## src/rtl/mem_arbiter.sv

```systemverilog
`timescale 1ns/1ps
`default_nettype none
// ----------------------------------------------------------------------------
// mem_arbiter : grants the shared memory port to fetch (IF) or data (D).
//               One access per grant; ARB_RR_EN selects round-robin tie-break.
// Revision    : 1.0
// ----------------------------------------------------------------------------
module mem_arbiter #(
  parameter int AW      = 16,
  parameter int DW      = 32,
  parameter int MEM_LAT = 1
) (
  input  logic          clk,
  input  logic          rst_f,
  input  logic          if_req,
  input  logic [AW-1:0] if_addr,
  output logic [DW-1:0] if_rdata,
  output logic          if_ack,
  input  logic          d_req,
  input  logic          d_we,
  input  logic [AW-1:0] d_addr,
  input  logic [DW-1:0] d_wdata,
  output logic [DW-1:0] d_rdata,
  output logic          d_ack,
  output logic          mem_en,
  output logic          mem_we,
  output logic [AW-1:0] mem_addr,
  output logic [DW-1:0] mem_wdata,
  input  logic [DW-1:0] mem_rdata,
  output logic          busy,
  output logic          last_grant
);

  typedef enum logic [1:0] {
    IDLE   = 2'd0,
    ACCESS = 2'd1,
    WAIT   = 2'd2,
    RESP   = 2'd3
  } state_t;

  localparam logic [3:0] c_lat = 4'(MEM_LAT);

  state_t        r_state;
  state_t        w_state_nxt;
  logic          r_gnt_d;
  logic          r_we;
  logic [AW-1:0] r_addr;
  logic [DW-1:0] r_wdata;
  logic [3:0]    r_cnt;
  logic          w_any_req;
  logic          w_win_d;

  assign w_any_req = if_req | d_req;

`ifdef ARB_RR_EN
  // On a tie, the requester that did not win last time goes first.
  assign w_win_d = d_req & (~if_req | ~last_grant);
`else
  assign w_win_d = d_req;
`endif

  always_ff @(posedge clk or negedge rst_f) begin
    if (!rst_f) begin
      r_state <= IDLE;
    end else begin
      r_state <= w_state_nxt;
    end
  end

  always_comb begin
    w_state_nxt = r_state;
    mem_en      = 1'b0;
    mem_we      = 1'b0;
    if_ack      = 1'b0;
    d_ack       = 1'b0;
    busy        = (r_state != IDLE);
    case (r_state)
      IDLE: begin
        if (w_any_req) w_state_nxt = ACCESS;
      end
      ACCESS: begin
        mem_en      = 1'b1;
        mem_we      = r_we;
        w_state_nxt = WAIT;
      end
      WAIT: begin
        if (r_cnt == 4'd0) w_state_nxt = RESP;
      end
      RESP: begin
        if_ack      = ~r_gnt_d;
        d_ack       = r_gnt_d;
        w_state_nxt = IDLE;
      end
      default: w_state_nxt = IDLE;
    endcase
  end

  assign mem_addr  = r_addr;
  assign mem_wdata = r_wdata;

  // WAIT spans MEM_LAT+1 cycles: data arrives MEM_LAT cycles after the strobe cycle ends.
  always_ff @(posedge clk or negedge rst_f) begin
    if (!rst_f) begin
      r_gnt_d    <= 1'b0;
      r_we       <= 1'b0;
      r_addr     <= '0;
      r_wdata    <= '0;
      r_cnt      <= 4'd0;
      if_rdata   <= '0;
      d_rdata    <= '0;
      last_grant <= 1'b0;
    end else begin
      case (r_state)
        IDLE: begin
          if (w_any_req) begin
            r_gnt_d    <= w_win_d;
            last_grant <= w_win_d;
            r_we       <= w_win_d & d_we;
            r_addr     <= w_win_d ? d_addr : if_addr;
            r_wdata    <= w_win_d ? d_wdata : '0;
          end
        end
        ACCESS: begin
          r_cnt <= c_lat;
        end
        WAIT: begin
          if (r_cnt == 4'd0) begin
            if (!r_we) begin
              if (r_gnt_d) d_rdata  <= mem_rdata;
              else         if_rdata <= mem_rdata;
            end
          end else begin
            r_cnt <= r_cnt - 4'd1;
          end
        end
        default: ;
      endcase
    end
  end

endmodule
`default_nettype wire
```

## config.mk

```make
export PLATFORM = sky130hd
export DESIGN_NAME = mem_arbiter
export DESIGN_NICKNAME = d
export VERILOG_FILES = /design/src/rtl/mem_arbiter.sv
export SDC_FILE = /design/constraint.sdc
export NUM_CORES = 1
export LEC_CHECK = 0
export ABC_CLOCK_PERIOD_IN_PS = 3900
export BUFFER_PORTS_ARGS = -buffer_cell sky130_fd_sc_hd__buf_2
export CAP_MARGIN = 5
export CELL_PAD_IN_SITES_DETAIL_PLACEMENT = 0
export CELL_PAD_IN_SITES_GLOBAL_PLACEMENT = 1
export CORE_MARGIN = 2
export CORE_UTILIZATION = 39
export CTS_CLUSTER_SIZE = 20
export DETAILED_ROUTE_END_ITERATION = 6
export HOLD_SLACK_MARGIN = 0.08
export PLACE_DENSITY = 0.91
export RECOVER_POWER = 100
export SLEW_MARGIN = 20
export SYNTH_ARGS = -nofsm -noshare
export SYNTH_HDL_FRONTEND = slang
export SYNTH_SLANG_ARGS = --single-unit
```

## constraint.sdc

```tcl
create_clock -name clk -period 3.9 [get_ports clk]
set_clock_uncertainty 0.15 [all_clocks]
set_input_delay 0.585 -clock clk [delete_from_list [all_inputs] [get_ports clk]]
set_output_delay 0.585 -clock clk [all_outputs]
set_load 0.01 [all_outputs]
```

# Word level (Yosys, flattened, before mapping)
# Cells that the tools add are included.
dict set report word_totals {
  reg_bits 120
  latch_bits 0
  ramBits 0
  rom_bits 0
  in_bits 101
  output_inout_bits 118
  elab_cells 39
  mem_count 0
}
dict set report classes {
  n_addsub 1
  multipliers 0
  div 0
  order_cmp 0
  eq_ne 6
  shift 0
  muxes 11
  n_bitwise 4
  n_reduce_logical 9
}
# cell n
set ops {}
lappend ops {{$mux 32} 1}
lappend ops {{$mux 16} 1}
lappend ops {{$pmux 2 s4} 1}
lappend ops {{$pmux 4 s2} 1}
lappend ops {{$reduce_and 4->1} 2}
lappend ops {{$ne 2x2->1 const B} 3}
lappend ops {{$reduce_and 2->1} 3}
lappend ops {{$eq 2x2->1 const B} 2}
lappend ops {{$logic_not 4->1} 1}
lappend ops {{$mux 1} 4}
lappend ops {{$mux 2} 2}
lappend ops {{$mux 4} 1}
lappend ops {{$reduce_bool 2->1} 2}
lappend ops {{$sub 4x1->4 const B} 1}
lappend ops {{$eq 2x1->1 const B} 1}
lappend ops {{$logic_not 2->1} 1}
lappend ops {{$not 1->1} 2}
lappend ops {{$and 1x1->1} 1}
lappend ops {{$or 1x1->1} 1}

# Depth between registers and ports, before layout
# Gate-level depths: netlist (run 1).
dict set report depth {
  ltp_word 3
  mapped_depth 8
}

# Worst setup path after synthesis (run 1)
# No wires, ideal clock.
dict set report synth_path {
  kind {register to register}
  start {register r_cnt[0]}
  end {register if_rdata[10]}
  setup_ps 125
  arrival_time_ps 2070
  t_required_ps 3625
  slack_ps 1555
  path_stages_with_launch 8
  path_cell_list {dfrtp_1 -> inv_1 -> ha_1 -> or3b_4 -> or4b_4 -> buf_6 -> buf_12 -> mux2_4}
}
dict set report synth_between {
  elab_chain_len 2
}
# item line
set synth_rtl {}
lappend synth_rtl {{from (decl)} 49} ;# logic [3:0] r_cnt;
lappend synth_rtl {{from (signal assigned)} 124} ;# r_cnt <= c_lat;
lappend synth_rtl {{from (signal assigned)} 133} ;# r_cnt <= r_cnt - 4'd1;
lappend synth_rtl {{$logic_not 4->1} 127} ;# if (r_cnt == 4'd0) begin
lappend synth_rtl {{$reduce_and 4->1 (no line)} --}
lappend synth_rtl {{to (signal assigned)} 130} ;# else if_rdata <= mem_rdata;
lappend synth_rtl {{to (decl)} 17} ;# output logic [DW-1:0] if_rdata,
# No other way between the ends.
# A chain may end at the register's enable or synchronous reset.

==> impl_metrics.csv, run 1 <==
group,metric,value,unit
sta,finalSetupViolCount,0,
sta,worst_slew_pin_slew,2230,ps
power_and_ir_drop,power_switching,2.00,mW
sta,hold_violations,0,
critical_path,cp.required,4280,ps
yosys,synthArstFlopShare,100,%
hold_path,hp-start,"d_wdata[25]",
hold_path,hold_class,"primary input to flip-flop",
global_route,antenna_found_initial,0,
drt,drc_errors,0,
yosys,synth_nets,505,
status,status,"complete, but fails checks",
sta,fin_ws,1070,ps
clock_network,cts_resized,0,
power_and_ir_drop,power_density,853,mW/mm^2
cells_and_area,nNetsFinal,722,
critical_path,crit_arrival,3210,ps
yosys,synthCells,398,
floorplan,die_h,117,microns
drt,drt_iter0_drc,241,
floorplan,rows,41,
yosys,ys.flop_type,"dfrtp_1",
cells_and_area,fillCellCount,1199,
yosys,synth.cell_area,0.00502,sq mm
drt,wl_per_cell,15.2,microns
cells_and_area,drive_above_1_share,27.9,%
power_and_ir_drop,switching_share,35.7,%
critical_path,crit_chain,"dlygate4sd3_1 > clkbuf_1 > buf_12",
critical_path,critical_path_class,"primary input to async pin",
cells_and_area,num_antenna_cells,0,
floorplan,io_pins,219,
critical_path,slowest_delay,1580,ps
floorplan,dieArea,0.0138,sq mm
drt,dr_total_vias,3815,
place,place_congestion,0.810,
critical_path,timing.rr.end,"if_rdata[29]",
power_and_ir_drop,p_seq_share,39.2,%
sta,max_freq,0.353,GHz
critical_path,critPathSlowestCell,"clkbuf_1",
floorplan,start_util,39.8,%
hold_path,holdPathStages,3,
clock_network,cts.path.max_buffers,2,
critical_path,start_kind,"primary input",
yosys,yosysTopAreaCellShare,59.8,%
clock_network,clk_latency,400,ps
clock_network,numClockSinks,120,
critical_path,end_kind,"async pin",
global_route,grt_pass1_vias,3850,
clock_network,cts_buffers,17,
sta,holdWs,259,ps
drt,final_antenna_net_count,0,
yosys,synth_area_per_cell,12.6,sq um
place,place_hpwl,8800,microns
sta,rsz0062_at_grt,"no",
floorplan,core,0.0126,sq mm
status,violations,"max-capacitance violations, max-slew violations",
cells_and_area,mostFrequentLayoutCells,"120 x dfrtp_1, 119 x clkbuf_1, 101 x buf_2",
critical_path,crit_fanout,81,
critical_path,reg2reg_slack,1300,ps
drt,drt_wl_total,12200,microns
power_and_ir_drop,internal_power,3.61,mW
yosys,ys_seq_elements,120,
power_and_ir_drop,comb_power_share,32.9,%
cells_and_area,design_area,0.00658,sq mm
cells_and_area,multiInputGateArea,0.00174,sq mm
power_and_ir_drop,vdd_ir_drop_max,0.285,mV
cells_and_area,syn2layout_area_growth,31.0,%
place,place.port_buffers,218,
sta,fin_crit,2830,ps
global_route,globalRouteOverflowTotal,0,
yosys,synth-edff-count,0,
yosys,yosys.area.top_type,"dfrtp_1",
yosys,synth_area_leaders,"dfrtp_1 60%, mux2_4 9.0%, mux2_2 7.8%",
drt,viasPerCell,4.77,
sta,timing.final.crit_share,72.7,%
critical_path,worstRegToRegCells,5,
cells_and_area,regArea,0.00300,sq mm
place,placed_cell_area,0.00623,sq mm
power_and_ir_drop,p_leak,3.18,nW
global_route,grt_pass1_wl,19900,microns
yosys,seq_area_frac_synth,59.8,%
flow_run,cap_violations,1,
hold_path,hold_end,"mem_wdata[25]",
floorplan,die_x,117,microns
cells_and_area,final_common_cell,"dfrtp_1",
global_route,grt_max_degree,82,
power_and_ir_drop,power,5.61,mW
place,dp.cells,767,
yosys,ys_types,31,
critical_path,timing.rr.start,"r_cnt[0]",
clock_network,clk_pin_slew,50,ps
power_and_ir_drop,p_clk_share,27.9,%
clock_network,htreeDepth,4,
global_route,gr-usage-all-layers,18.2,%
drt,firstDrtPassIters,4,
clock_network,cts_tree,"done",
place,place_ws,1330,ps
sta,slew_headroom,-49.0,%
yosys,yosysWarnings,0,
sta,slew_violations,40,
sta,setup_tns,0,ps
clock_network,root_buffer,"clkbuf_16",
cells_and_area,fin_cells,800,
cells_and_area,finish.utilization,52.1,%
-- kinds of logic (layout without fill, tap and decap cells) --
group,after synthesis,after routing,share of synthesized area [%]
simple gates,135,135,12.3
fa+ha+maj,6,6,1.50
mux,81,81,20.0
compound gates,25,25,2.84
flops,120,120,59.8
buf+inv,31,261,3.51
-- critical path: cells and delay by family --
kind                   cells  cell delay (ps)
buffers and inverters      3             2540
-- power by group through the flow --
| stage | Sequential [mW] | Combinational (mW) | Clock, mW |
|---|---|---|---|
| finish | 2.20 | 1.85 | 1.57 |
| CTS | 2.19 | 2.18 | 1.60 |
| floorplan | 2.43 | 1.02 | 0 |
| global placement | 2.17 | 2.09 | 0 |
| global route | 2.28 | 2.04 | 1.66 |
| detailed placement | 2.20 | 2.17 | 0 |
-- registers in the layout, indices dropped and copies added (netlist names) --
name and cells:
r_we 1, mem_addr 16, r_cnt 4, r_state 2, mem_wdata 32, r_gnt_d 1, if_rdata 32, d_rdata 32
-- layout make-up --
type | instances | area share [%]
Sequential cell | 120 | 45.6
Multi-Input combinational cell | 247 | 26.5
Timing Repair Buffer | 224 | 15.3
Clock buffer | 20 | 6.79
Tap cell | 172 | 3.27
Clock inverter | 12 | 2.28
Inverter | 5 | 0.285
-- cell usage after synthesis (2+ instances only) --
master	n
dfrtp_1	120
and2_1	2
mux2_4	30
buf_2	3
inv_1	5
mux2_2	35
nor2b_1	2
buf_12	3
ha_1	6
nand3_1	34
nor3b_1	3
clkbuf_1	19
mux2i_1	16
o21ai_0	19
nand2_1	85
-- how the worst max path moves through the flow --
stage	cells after the start	to	start	slack, ps
after CTS	4	busy	r_state[0]	1200
final	3	if_rdata[25]	rst_f	1070
after global placement	5	if_rdata[24]	r_cnt[0]	1400
after floorplan	7	if_rdata[10]	r_cnt[0]	1560
after detailed placement	5	if_rdata[3]	r_cnt[0]	1330
after global routing	2	mem_wdata[9]	rst_f	570
-- repair_timing --
action,CTS,global route
hold buffers,1,0
setup buffers,0,0
hold endpoints to repair,39,0
-- per-layer routing --
layer / wire (microns) / GRT usage (%)
met4: 154 / 7.45
met3: 892 / 5.23
met2: 5660 / 29.1
met1: 5490 / 23.2
met5: 0 / 0
(Power assumes the default switching activity.)
==> inputs of run 2 (changes only) <==
ABC_CLOCK_PERIOD_IN_PS = 2500   (was 3900)
CORE_UTILIZATION = 33   (was 39)
PLACE_DENSITY = 0.83   (was 0.91)
clock period = 2.5 ns   (was 3.9 ns; I/O delays follow)
==> impl_metrics.csv, run 2 (synthesis results as in run 1) <==
group,metric,value,unit
sta,hold_violations,0,
critical_path,critPathSlowestCell,"or4b_4",
critical_path,timing.rr.end,"if_rdata[22]",
critical_path,worstRegToRegCells,6,
drt,firstDrtPassIters,4,
sta,worst_slew_pin_slew,1270,ps
hold_path,hold_class,"primary input to flip-flop",
global_route,grt_max_degree,38,
critical_path,critical_path_class,"flip-flop to flip-flop",
drt,drc_errors,0,
floorplan,start_util,33.4,%
drt,wl_per_cell,15.9,microns
power_and_ir_drop,power_switching,3.30,mW
sta,timing.final.crit_share,98.0,%
global_route,globalRouteOverflowTotal,0,
power_and_ir_drop,p_clk_share,25.6,%
global_route,grt_pass1_vias,4328,
sta,rsz0062_at_grt,"no",
sta,slew_headroom,15.3,%
status,status,"completed",
place,place.port_buffers,218,
global_route,gr-usage-all-layers,17.5,%
cells_and_area,mostFrequentLayoutCells,"120 x clkbuf_1, 120 x dfrtp_1, 102 x buf_2",
sta,max_freq,0.408,GHz
drt,drt_iter0_drc,181,
cells_and_area,num_antenna_cells,0,
critical_path,cp-startpoint,"r_cnt[0]",
floorplan,dieArea,0.0162,sq mm
critical_path,crit_arrival,2590,ps
sta,setup_tns,0,ps
critical_path,cp.required,2640,ps
global_route,antenna_found_initial,0,
floorplan,io_pins,219,
clock_network,post-cts-setup-buffers,0,
critical_path,start_kind,"flip-flop",
power_and_ir_drop,power_density,1230,mW/mm^2
critical_path,slowest_delay,510,ps
sta,finalSetupViolCount,0,
drt,viasPerCell,4.70,
clock_network,cts_tree,"done",
power_and_ir_drop,switching_share,36.5,%
place,dp.cells,790,
power_and_ir_drop,p_leak,3.61,nW
critical_path,crit_chain,"inv_1 > ha_2 > or3b_4 > or4b_4 > buf_12 > mux2_4",
sta,slew_violations,0,
power_and_ir_drop,p_seq_share,38.3,%
cells_and_area,nNetsFinal,792,
drt,final_antenna_net_count,0,
floorplan,rows,45,
cells_and_area,syn2layout_area_growth,46.4,%
drt,drt_wl_total,14000,microns
hold_path,hold_end,"r_we",
clock_network,numClockSinks,120,
clock_network,cts.path.max_buffers,2,
drt,dr_total_vias,4160,
critical_path,reg2reg_slack,50,ps
clock_network,htreeDepth,4,
floorplan,die_h,127,microns
power_and_ir_drop,comb_power_share,36.1,%
clock_network,clk_pin_slew,50,ps
hold_path,holdPathStages,3,
hold_path,hp-start,"d_we",
floorplan,die_x,127,microns
floorplan,core,0.0150,sq mm
cells_and_area,fin_cells,886,
clock_network,root_buffer,"clkbuf_16",
global_route,grt_pass1_wl,22000,microns
place,place_congestion,0.772,
power_and_ir_drop,vdd_ir_drop_max,0.431,mV
critical_path,timing.rr.start,"r_cnt[0]",
flow_run,cap_violations,0,
clock_network,clk_latency,410,ps
place,place_hpwl,9000,microns
critical_path,end_kind,"flip-flop",
clock_network,cts_buffers,17,
critical_path,crit_fanout,32,
cells_and_area,drive_above_1_share,30.2,%
power_and_ir_drop,internal_power,5.74,mW
sta,fin_crit,2450,ps
==> run 2: cell count changes in the layout (fill, tap and decap cells not counted), moves of 2 or more <==
| cell | before | now |
|---|---|---|
| dlygate4sd3_1 | 1 | 64 |
| clkbuf_2 | 0 | 4 |
| and2_0 | 2 | 0 |
| bufinv_16 | 3 | 1 |
| and2_1 | 0 | 2 |
| inv_6 | 1 | 3 |
| mux2_1 | 30 | 2 |
| clkinvlp_4 | 3 | 5 |
| mux2_4 | 1 | 30 |
| clkinv_2 | 4 | 2 |
==> run 2: how the worst max path moves through the flow <==
stage                     slack, ps           end
after floorplan                 160  if_rdata[10]
after global routing              7  if_rdata[22]
final                            50  if_rdata[22]
after CTS                        40  if_rdata[22]
after detailed placement         50  if_rdata[22]
after global placement          150  if_rdata[24]
==> run 2: area by class of cell <==
class / count / area, sq um
inverters: 5 / 18.8
clock inverters: 13 / 121
fillers: 1383 / 7680
flip-flops and latches: 120 / 3000
multi-input cells: 247 / 1850
repair buffers: 294 / 1680
well taps: 188 / 235
clock buffers: 19 / 443
==> run 2: through the flow <==
stage               cell area [sq um]  util (%)  power, mW  hold WS, ps  setup slack, ps
global route                     7350      48.9       9.62         92.9             6.68
CTS                              7550      50.2       9.29         80.2             42.0
detailed placement               6340      42.2       6.87          234             46.7
finish                           7350      48.9       9.04         98.4             49.7
global placement                 6340      42.2       6.72          224              148
floorplan                        5020         -       5.38        -70.6              155
==> run 2: power groups by stage <==
stage	Sequential, mW	Combinational [mW]	Clock [mW]
6_report	3.47	3.27	2.31
5_1_grt	3.57	3.59	2.46
4_1_cts	3.41	3.53	2.35
3_5_place_dp	3.43	3.45	0
3_3_place_gp	3.38	3.34	0
2_1_floorplan	3.79	1.59	0
==> run 2: worst max-delay path, delay by kind of cell (launching register included) <==
kind	cells	cell delay, ps
flip-flops	1	410
buffers and inverters	2	290
adder cells (fa/ha/maj)	1	200
multiplexers	1	330
AND/OR/NAND/NOR	2	930
==> run 2: what timing repair did <==
action	CTS	global route
gates resized for setup	0	1
endpoints found under the setup margin	0	27
hold endpoints to repair	126	0
hold buffers	64	0
==> run 2: layer usage <==
metal	wire (microns)	part of all wire [%]	track usage (%)	vias to the layer above
li1	-	-	-	1941
met1	5860	42	20.5	2008
met2	6880	49	29.5	189
met3	1060	7.5	5.86	22
met4	252	1.8	6.98	0
met5	0	0	0	-
